### src/rtl/pipe_hazard_ctrl.sv
// Hazard controller for a 5-stage pipeline: load-use stalls, taken-branch flushes and data-memory waits.
// Optional performance counters are built when the PERF_CNT_EN macro is defined.
module pipe_hazard_ctrl #(
  parameter int CNT_W = 32
) (
  input  logic             clk,
  input  logic             reset,
  input  logic [4:0]       if_id_rs1,
  input  logic [4:0]       if_id_rs2,
  input  logic [4:0]       id_ex_rd,
  input  logic             id_ex_mem_read,
  input  logic             ex_mem_branch_taken,
  input  logic             ex_mem_mem_access,
  input  logic             dmem_ready,
  output logic             pc_write,
  output logic             if_id_write,
  output logic             id_ex_write,
  output logic             ex_mem_write,
  output logic             mem_wb_write,
  output logic             if_id_flush,
  output logic             id_ex_bubble,
  output logic             ex_mem_flush,
  output logic             mem_wb_bubble,
  output logic [1:0]       fsm_state
`ifdef PERF_CNT_EN
  ,
  output logic [CNT_W-1:0] stall_cnt,
  output logic [CNT_W-1:0] flush_cnt,
  output logic [CNT_W-1:0] memwait_cnt
`endif
);

  typedef enum logic [1:0] {
    RUN      = 2'd0,
    MEM_WAIT = 2'd1,
    SHADOW   = 2'd2
  } state_t;

  state_t state, state_nxt;
  logic   mem_wait, branch_flush, load_use, rd_match;

  assign fsm_state = state;
  assign rd_match  = (id_ex_rd != 5'd0) &&
                     ((id_ex_rd == if_id_rs1) || (id_ex_rd == if_id_rs2));

  // EX/MEM stays frozen during a wait, so MEM_WAIT keeps waiting until ready
  // even if the access flag is not re-presented.
  always_comb begin
    mem_wait     = 1'b0;
    branch_flush = 1'b0;
    load_use     = 1'b0;
    state_nxt    = RUN;
    if (!reset) begin
      mem_wait     = !dmem_ready && (ex_mem_mem_access || (state == MEM_WAIT));
      branch_flush = ex_mem_branch_taken && !mem_wait;
      load_use     = id_ex_mem_read && rd_match && !mem_wait && !branch_flush &&
                     (state != SHADOW);
      if (mem_wait)          state_nxt = MEM_WAIT;
      else if (branch_flush) state_nxt = SHADOW;
    end
  end

  always_comb begin
    pc_write      = 1'b1;
    if_id_write   = 1'b1;
    id_ex_write   = 1'b1;
    ex_mem_write  = 1'b1;
    mem_wb_write  = 1'b1;
    if_id_flush   = 1'b0;
    id_ex_bubble  = 1'b0;
    ex_mem_flush  = 1'b0;
    mem_wb_bubble = 1'b0;
    if (mem_wait) begin
      pc_write      = 1'b0;
      if_id_write   = 1'b0;
      id_ex_write   = 1'b0;
      ex_mem_write  = 1'b0;
      mem_wb_bubble = 1'b1;
    end else if (branch_flush) begin
      if_id_flush  = 1'b1;
      id_ex_bubble = 1'b1;
      ex_mem_flush = 1'b1;
    end else if (load_use) begin
      pc_write     = 1'b0;
      if_id_write  = 1'b0;
      id_ex_bubble = 1'b1;
    end
  end

  always_ff @(posedge clk or posedge reset) begin
    if (reset) state <= RUN;
    else       state <= state_nxt;
  end

`ifdef PERF_CNT_EN
  // Saturating event counters.
  always_ff @(posedge clk or posedge reset) begin
    if (reset) begin
      stall_cnt   <= '0;
      flush_cnt   <= '0;
      memwait_cnt <= '0;
    end else begin
      if (load_use && (stall_cnt != '1))       stall_cnt   <= stall_cnt + 1'b1;
      if (branch_flush && (flush_cnt != '1))   flush_cnt   <= flush_cnt + 1'b1;
      if (mem_wait && (memwait_cnt != '1))     memwait_cnt <= memwait_cnt + 1'b1;
    end
  end
`endif

endmodule

### config.mk
export PLATFORM = sky130hd
export DESIGN_NAME = pipe_hazard_ctrl
export DESIGN_NICKNAME = d
export VERILOG_FILES = /design/src/rtl/pipe_hazard_ctrl.sv
export SDC_FILE = /design/constraint.sdc
export NUM_CORES = 1
export LEC_CHECK = 0
export BUFFER_PORTS_ARGS = -buffer_cell sky130_fd_sc_hd__buf_2
export CORE_AREA = 2 2 39 41
export CTS_BUF_LIST = sky130_fd_sc_hd__clkbuf_8
export DETAILED_ROUTE_END_ITERATION = 8
export DIE_AREA = 0 0 41 43
export GPL_TIMING_DRIVEN = 0
export REMOVE_ABC_BUFFERS = 1
export SYNTH_ARGS = -nofsm -noshare
export SYNTH_HDL_FRONTEND = slang
export SYNTH_SLANG_ARGS = --single-unit
export TNS_END_PERCENT = 20
### constraint.sdc
create_clock -name clk -period 1.5 [get_ports clk]
set_clock_uncertainty 0.2 [all_clocks]
set_input_delay 0.075 -clock clk [delete_from_list [all_inputs] [get_ports clk]]
set_output_delay 0.075 -clock clk [all_outputs]
set_load 0.01 [all_outputs]
==> run metrics <==
drt wl/cell=between 9 and 10 microns; crit end category=primary output; status=complete, but fails checks; post-synth top area cell=xnor2_1; clock sinks=2; CTS tree=built; M3 GR Usage=0.0157; die area=1760 sq um; Setup violations, final=8; Worst Setup Start Kind=register; Post-Layout Cell Count=85; Max clock buf depth=2; sequential-to-total area share from yosys stat=0.167; crit path buf inv count=1; hold-fix buffer count after cts=1; first-pass GRT wire length=around 1200 microns; Global Route Usage Sum=0.101; post-route cell area=553 sq um; PwrDens=between 700 and 800 nW/um^2; RD Place Congestion=0.652; Vias=350; die height=~43 microns; Worst Path Max Fanout=4; top-area cell type share of the netlist area=0.293; CTS Root Cell=clkbuf_8; drt drc=0; row cnt=14; GR Layer Usage met2=0.166; Core Area=1380 sq um; Inserted Clock Buffers=3; YS warnings=0; DP Cell Count=between 70 and 80; Place WS=0.0109 ns; RSZ-0062 raised after global routing=true; Final WS setup=-0.108 ns; Synth async-reset ratio=1.00; Maximum Capacitance Violations=0; Slew Limit Fails=0; fmax=622 MHz; DP HPWL=614 microns; Clock Latency Late Sink=0.21 ns; I/O Pins=32; register bit total from synthesis=2; Main synth FF type=dfrtp_1; met1 Resource Use GR=0.105; grt ovf=0; GR peak layer=met2; Inserted Diodes=0; layout cells sized above 1=0.623; number of I/O port buffers=30; area grow syn2layout=84.9%; Routed WL=774 microns; worst hold-check path type=primary input to register; Cells after Synth=37; Syn Std Cell Area=299 sq um; Period minus WS final=1.61 ns; CP arrival=1.33 ns; Avg Cell Area, Syn=approximately 8 sq um; vias in the first global route=312; Tcrit/Tclk final=1.07; area of placed instances=439 sq um; vias per inst=4.12; # H-tree levels=1; first drt pass iteration count=1; largest net degree at the start of global routing=5; maximum VDD drop=572 uV; crit-path cells=nand2b_4, a21oi_4, and2_4, a21oi_1, buf_2; max reg flops=2; Worst-path clk slew=0.03 ns; Initial Utilization=0.216; Critical Setup Path Class=register to primary output; r2r setup slk=roughly 0.31 ns; initial antenna violation count=0; Routed Antenna Nets=0; WP data required=around 1.2 ns; Netlist cell types=21; Die Wd=just over 40 microns; EDFF count, synth=0; Worst path slowest cell=dfrtp_1; P_leak=0.264 nW; Hold Violations, Final=1; delay-heaviest family, CP=flip-flops; top cells by area, synth=xnor2_1, dfrtp_1, buf_4; top-count cell post-synth=xnor2_1; Post-layout nets=a little over 90; initial DRC count=0; Fin Hold WS=-0.0598 ns; slowest stage delay, CP=0.38 ns; failing checks=hold timing, setup timing; synth cell count leaders=xnor2_1, buf_4; TNS Setup=-0.490 ns
layer usage:
layer | part of all wire | routed length [microns] | vias to the layer above
met5 | 0 | 0 | -
met4 | 0 | 0 | 0
met3 | 0.11 | 88 | 0
met2 | 0.50 | 387 | 21
met1 | 0.39 | 298 | 148
li1 | - | - | 181
final timing paths:
kind,end,cells past startpoint,start
worst max-delay path,pc_write,5,fsm_state[1]
worst min-delay path,fsm_state[1],2,reset
worst max register to register,fsm_state[0],3,fsm_state[1]
worst min register to register,fsm_state[0],3,fsm_state[0]
max in group asynchronous,fsm_state[0],3,reset
min in group asynchronous,fsm_state[1],3,reset
report_power, final:
part,switching (mW),leakage (nW),internal [mW],total (mW)
Combinational,0.0592,0.215,0.0708,0.130
Sequential,0.00235,0.0266,0.0571,0.0594
Clock,0.0393,0.0216,0.169,0.209
Total,0.101,0.264,0.297,0.398
cells in the final DEF (no fill, tap or decap), drive strengths merged, types with 2 or more instances in the layout:
master and n:
inv 2, nor3b 2, nand3 2, xnor2 10
buf 32, dfrtp 2, nand2 2, nand2b 2
clkbuf 3, a21oi 2
logic make-up after synthesis:
logic type             count (synthesis)  share of synthesized area
AND/OR/NAND/NOR                       12                      0.243
XOR/XNOR                              10                      0.293
buffers and inverters                  7                      0.142
AO/OA/AOI/OAI                          5                      0.142
flip-flops                             2                      0.167
other                                  1                     0.0125
through the flow:
stage | util | hold slack (ns) | power [mW]
after floorplan | - | -0.379 | 0.118
after global placement | 0.317 | -0.232 | 0.169
after detailed placement | 0.317 | -0.231 | 0.170
after CTS | 0.400 | -0.0603 | 0.406
after global routing | 0.400 | -0.0427 | 0.423
final | 0.400 | -0.0598 | 0.398
repair_timing:
item / CTS / global route
setup buffers: 2 / 0
hold endpoints to repair: 3 / 1
endpoints found under the setup margin: 8 / 8
pin swaps: 4 / 0
resized for setup: 7 / 0
layout make-up:
class	count	area, sq um
well taps	16	20.0
clock buffers	3	41.3
inverters	3	12.5
repair buffers	33	188
flip-flops and latches	2	50.0
fillers	140	831
multi-input cells	28	241
No activity file was read; power rests on OpenSTA's default activity.
